`src/rtl/sar_adc_sampler.sv`:
```
// sar_adc_sampler
// Conversion sequencer and oversampling front end for the 8-bit SAR ADC path.
// It issues periodic one-cycle adc_start pulses to sar_adc_controller and
// captures adc_val on each rising edge of out_valid. It averages 2^LOG2_AVG
// results and presents each average on a valid/ready output. Two sticky
// error flags are provided: overrun and timeout_err.
//
// Ports
//   clk           system clock, all logic on posedge
//   rst_n         asynchronous active-low reset
//   enable        schedule conversions while high
//   period        cycles between adc_start pulses (0 behaves as 1)
//   adc_start     one-cycle start pulse to the controller
//   adc_val       controller result
//   out_valid     controller result-valid level
//   sample_data   averaged sample
//   sample_valid  sample_data valid, held until accepted
//   sample_ready  downstream accept
//   overrun       sticky: a finished average was dropped (output occupied)
//   timeout_err   sticky: a conversion did not finish within TIMEOUT cycles
//   clear_err     synchronous clear of both flags (a set in the same cycle wins)
//
// State | meaning
// ------+---------------------------------------------------------------
// IDLE  | waiting for enable and for the period timer to expire
// START | adc_start high for this single cycle
// WAIT  | conversion in flight, waiting for an out_valid rising edge

module sar_adc_sampler #(
    parameter int BITS     = 8,
    parameter int LOG2_AVG = 2,
    parameter int PERIOD_W = 16,
    parameter int TIMEOUT  = 31
) (
    input  logic                clk,
    input  logic                rst_n,
    input  logic                enable,
    input  logic [PERIOD_W-1:0] period,
    output logic                adc_start,
    input  logic [BITS-1:0]     adc_val,
    input  logic                out_valid,
    output logic [BITS-1:0]     sample_data,
    output logic                sample_valid,
    input  logic                sample_ready,
    output logic                overrun,
    output logic                timeout_err,
    input  logic                clear_err
);

    localparam int ACC_W = BITS + LOG2_AVG;
    localparam int CNT_W = (LOG2_AVG > 0) ? LOG2_AVG : 1;
    localparam int TO_W  = $clog2(TIMEOUT + 1);

    localparam logic [CNT_W-1:0] CNT_LAST = CNT_W'((1 << LOG2_AVG) - 1);
    localparam logic [TO_W-1:0]  TO_LAST  = TO_W'(TIMEOUT - 1);

    typedef enum logic [1:0] {
        ST_IDLE,
        ST_START,
        ST_WAIT
    } state_t;

    state_t              state;
    state_t              state_nxt;
    logic [PERIOD_W-1:0] timer;
    logic [PERIOD_W-1:0] period_m1;
    logic [TO_W-1:0]     to_cnt;
    logic [ACC_W-1:0]    acc;
    logic [ACC_W-1:0]    acc_sum;
    logic [CNT_W-1:0]    cnt;
    logic                out_valid_q;
    logic                ov_rise;
    logic                capture;
    logic                to_hit;
    logic                group_done;
    logic                drop_group;
    logic                overrun_set;

    assign period_m1   = (period == '0) ? '0 : period - PERIOD_W'(1);
    assign ov_rise     = out_valid && !out_valid_q;
    assign acc_sum     = acc + ACC_W'(adc_val);
    assign group_done  = capture && (cnt == CNT_LAST);
    // A partial group is abandoned on timeout, and whenever the sequencer is
    // (or is about to be) idle with enable low.
    assign drop_group  = to_hit || (!enable && (state_nxt == ST_IDLE));
    assign overrun_set = group_done && sample_valid && !sample_ready;

    always_ff @(posedge clk or negedge rst_n) begin
        if (!rst_n) begin
            state <= ST_IDLE;
        end else begin
            state <= state_nxt;
        end
    end

    always_comb begin
        state_nxt = state;
        capture   = 1'b0;
        to_hit    = 1'b0;
        case (state)
            ST_IDLE: begin
                if (enable && (timer >= period_m1)) begin
                    state_nxt = ST_START;
                end
            end
            ST_START: begin
                state_nxt = ST_WAIT;
            end
            ST_WAIT: begin
                // A result arriving on the last allowed cycle still counts.
                if (ov_rise) begin
                    capture   = 1'b1;
                    state_nxt = ST_IDLE;
                end else if (to_cnt == TO_LAST) begin
                    to_hit    = 1'b1;
                    state_nxt = ST_IDLE;
                end
            end
            default: begin
                state_nxt = ST_IDLE;
            end
        endcase
    end

    // The timer is cleared on the edge that enters START, so consecutive
    // starts are exactly max(period,1) cycles apart when the conversion fits.
    always_ff @(posedge clk or negedge rst_n) begin
        if (!rst_n) begin
            timer       <= '0;
            to_cnt      <= '0;
            adc_start   <= 1'b0;
            out_valid_q <= 1'b0;
        end else begin
            if (state_nxt == ST_START) begin
                timer <= '0;
            end else if (timer != '1) begin
                timer <= timer + PERIOD_W'(1);
            end
            if (state == ST_WAIT) begin
                to_cnt <= to_cnt + TO_W'(1);
            end else begin
                to_cnt <= '0;
            end
            adc_start   <= (state_nxt == ST_START);
            out_valid_q <= out_valid;
        end
    end

    always_ff @(posedge clk or negedge rst_n) begin
        if (!rst_n) begin
            acc <= '0;
            cnt <= '0;
        end else if (group_done || drop_group) begin
            acc <= '0;
            cnt <= '0;
        end else if (capture) begin
            acc <= acc_sum;
            cnt <= cnt + CNT_W'(1);
        end
    end

    always_ff @(posedge clk or negedge rst_n) begin
        if (!rst_n) begin
            sample_data  <= '0;
            sample_valid <= 1'b0;
        end else if (group_done && (!sample_valid || sample_ready)) begin
            sample_data  <= BITS'(acc_sum >> LOG2_AVG);
            sample_valid <= 1'b1;
        end else if (sample_valid && sample_ready) begin
            sample_valid <= 1'b0;
        end
    end

    always_ff @(posedge clk or negedge rst_n) begin
        if (!rst_n) begin
            overrun     <= 1'b0;
            timeout_err <= 1'b0;
        end else begin
            if (overrun_set) begin
                overrun <= 1'b1;
            end else if (clear_err) begin
                overrun <= 1'b0;
            end
            if (to_hit) begin
                timeout_err <= 1'b1;
            end else if (clear_err) begin
                timeout_err <= 1'b0;
            end
        end
    end

endmodule

```
`config.mk`:
```
export PLATFORM = sky130hd
export DESIGN_NAME = sar_adc_sampler
export DESIGN_NICKNAME = d
export VERILOG_FILES = /design/src/rtl/sar_adc_sampler.sv
export SDC_FILE = /design/constraint.sdc
export NUM_CORES = 1
export LEC_CHECK = 0
export CAP_MARGIN = 10
export CORE_MARGIN = 8
export CORE_UTILIZATION = 50
export DETAILED_ROUTE_END_ITERATION = 8
export MAX_ROUTING_LAYER = met4
export PLACE_DENSITY = 0.77
export SYNTH_ARGS = -nofsm -noshare
export SYNTH_HDL_FRONTEND = slang
export SYNTH_SLANG_ARGS = --single-unit
```
`constraint.sdc`:
```
create_clock -name clk -period 1.95 [get_ports clk]
set_clock_uncertainty 0.1 [all_clocks]
set_input_delay 0.195 -clock clk [delete_from_list [all_inputs] [get_ports clk]]
set_output_delay 0.195 -clock clk [all_outputs]
set_load 0.02 [all_outputs]
```
==> results.py <==
metrics = {
    "status": {
        "status": "finished, violations left",
        "violations": "negative setup slack",
    },
    "placed_design": {
        "dp_hpwl_um": 5810,
        "placed_area_um2": 4080,
        "place_worst_setup_slack_ns": -1.58,
        "port_buffers": 41,
        "gp_congestion": 0.863,
    },
    "clock_network": {
        "clk_pin_slew_ns": 0.09,
        "clock_tree.root_cell": "clkbuf_8",
        "cts.sinks": 48,
        "cts_buffer_depth": 2,
        "cts_tree": "built",
        "clock_latency_ns": 0.30,
        "cts_buffers": 5,
        "htreeDepth": 2,
    },
    "detailed_routing": {
        "routed_wl_um": 8100,
        "first_pass_iters": 4,
        "drt-vias-per-instance": 5.47,
        "first_iter_violations": 102,
        "post_drt_wl_per_cell_um": 15.9,
        "route.detailed.drc": 0,
        "vias": 2792,
        "antenna_left": 0,
    },
    "logic_synthesis": {
        "ys_seq_elements": 48,
        "synth-adder-area-share_pct": 12.8,
        "synth_top_area_share_pct": 38.7,
        "synthArstFlopShare_pct": 100,
        "yosys.cell_count.top_type": "dfrtp_1",
        "synth_simple_gate_area_share_pct": 21.1,
        "synth.distinct_cells": 49,
        "synth-seq-area-share_pct": 38.7,
        "ys_top_cells_by_area": "dfrtp_1 39%, ha_1 12%, xor2_1 5.1%, nor2_1 4.4%, nand2_1 4.2%",
        "synth_top_family_by_area": "simple AND/OR/NAND/NOR gates",
        "synth_compound_area_share_pct": 12.2,
        "synth_mux_area_share_pct": 3.87,
        "synthesis.nets": 380,
        "synthFlopType": "dfrtp_1",
        "synth_area_um2": 3100,
        "syn_inst": 319,
        "synth_edf_count": 0,
        "postSynthAreaPerCell_um2": 9.72,
        "synth_warnings": 0,
        "synth_top_cells_by_count": "48 x dfrtp_1, 36 x nor2_1, 35 x nand2_1",
        "yosysTopAreaCell": "dfrtp_1",
        "synth_xor_area_share_pct": 9.04,
    },
    "floorplanning": {
        "fp.dieH_um": 94.7,
        "ioPinCount": 42,
        "die_w_um": 94.7,
        "start_util_pct": 52.1,
        "rows": 28,
        "dieArea_um2": 8980,
        "core_area_um2": 5960,
    },
    "power": {
        "combPwrFrac_pct": 48.9,
        "powerDensity_nw_per_um2": 854,
        "leakage_nw": 2.18,
        "internal-power_mw": 2.45,
        "sw_frac_of_total_pct": 36.8,
        "power.switching_mw": 1.43,
        "clkPwrFrac_pct": 15.7,
        "seqPwrFrac_pct": 35.4,
        "ir_worst_vdd_uv": 629,
    },
    "worst_hold_path": {
        "hold_path_class": "in -> reg",
    },
    "setup_path": {
        "arrival_ns": 2.83,
        "cp-start-kind": "input port",
        "regToRegSetupSlack_ns": -0.16,
        "end_kind": "flop",
        "path_class": "in -> reg",
        "required_ns": 2.06,
        "critPathMaxFanout": 5,
    },
    "flow_run": {
        "cap_violations": 0,
    },
    "global_route": {
        "antenna_found_initial": 0,
        "grt_pass1_vias": 2903,
        "grt_pass1_wl_um": 12900,
        "track_usage_pct": 18.3,
        "grt_overflow": 0,
        "grt_start_max_net_pins": 33,
    },
    "final_layout": {
        "final_area_um2": 4540,
        "areaGrowthSynthToFinish_pct": 46.5,
        "drive_gt1_share_pct": 34.9,
        "diodes": 0,
        "nNetsFinal": 495,
    },
    "timing": {
        "min_period_over_period_pct": 140,
        "drv_slew": 0,
        "fmax_mhz": 367,
        "rsz0062_at_grt": "yes",
        "worst_pin_slew_ns": 0.673,
        "period_needed_ns": 2.72,
        "setup-violations-final": 28,
        "max_slew_margin_pct": 55.1,
        "setup_slack_ns": -0.772,
        "finalHoldViolations": 0,
    },
}
[critical path, stage by stage]
cell and delay, ns:
buf_6 0.09, or3_4 0.39, nor3_4 0.19, nand4_4 0.16
nor4_4 0.31, xor2_1 0.19, nand2_1 0.12, ha_4 0.24
a21oi_2 0.11, o21ai_1 0.09, a21oi_2 0.17, o41ai_4 0.13
and3_4 0.23, a311oi_2 0.20
[sequential cells by signal, indices dropped and copies added, names as in the netlist]
signal,cells
sample_valid,1
adc_start,1
state,2
timeout_err,1
cnt,2
to_cnt,5
acc,10
out_valid_q,1
overrun,1
timer,16
sample_data,8
[layout make-up]
| cell class | instances | area, um2 |
|---|---|---|
| clock buffers | 7 | 86.3 |
| fillers | 396 | 1410 |
| well taps | 75 | 93.8 |
| clock inverters | 1 | 7.51 |
| multi-input cells | 260 | 2170 |
| repair buffers | 112 | 961 |
| inverters | 7 | 26.3 |
| flip-flops and latches | 48 | 1200 |
[cells in the final DEF, fill, tap and decap left out, drive strengths merged, types with 8 or more instances in the layout]
cell type and instances:
buf 77, dfrtp 48, nor2 37, nand2 35
ha 30, clkdlybuf4s50 27, xor2 18, a21oi 18
xnor2 14, nor3 13, o21ai 12, a22o 10
nand3 10, mux2 8
[stage by stage]
stage	setup TNS, ns	std cells	util [%]	power, mW	hold slack [ns]
2_1_floorplan	-11.82	319	-	2.28	-0.201
3_3_place_gp	-28.56	489	68.6	2.87	0.177
3_5_place_dp	-30.27	489	68.6	2.97	0.178
4_1_cts	-13.05	503	72.3	3.70	0.287
5_1_grt	-16.55	510	76.3	4.16	0.307
6_report	-13.85	510	76.3	3.88	0.291
[per-layer routing]
layer / GRT usage [%] / up-vias / part of all wire, %
li1: - / 1371 / -
met1: 21.8 / 1352 / 43
met2: 30.8 / 63 / 52
met3: 3.89 / 6 / 4.5
met4: 4.42 / 0 / 0.63
met5: - / - / 0
[power groups by stage]
| stage | sequential (mW) | clock, mW | combinational, mW |
|---|---|---|---|
| 2_1_floorplan | 1.41 | 0 | 0.871 |
| 3_3_place_gp | 1.37 | 0 | 1.50 |
| 3_5_place_dp | 1.38 | 0 | 1.59 |
| 4_1_cts | 1.37 | 0.615 | 1.72 |
| 5_1_grt | 1.40 | 0.661 | 2.10 |
| 6_report | 1.37 | 0.609 | 1.90 |
[final timing paths]
check | startpoint | end | cells past startpoint
hold / removal | out_valid | out_valid_q | 1
setup / recovery | period[4] | timer[14] | 14
max in group asynchronous | rst_n | timer[1] | 3
setup reg to reg | acc[0] | acc[8] | 8
min in group asynchronous | rst_n | to_cnt[0] | 2
hold reg to reg | sample_data[1] | sample_data[1] | 1
[cells by family (layout without fill, tap and decap cells)]
kind of cell	Yosys count	in the layout
adders and majority gates	31	31
buffers and inverters	13	127
DFF	48	48
xor gates and xnor gates	32	32
muxes	11	11
and+or+nand+nor	126	128
AOI/OAI and AO/OA	58	58
[timing repair]
action                     in CTS  in global routing
buffers inserted                3                  7
pin swaps                      30                 24
setup endpoints to repair      25                 36
resized for setup              58                 37
hold endpoints to repair       30                  0
hold buffers                    1                  0
gates cloned                    2                  0
Note: power is estimated with default switching activity, not from simulation.
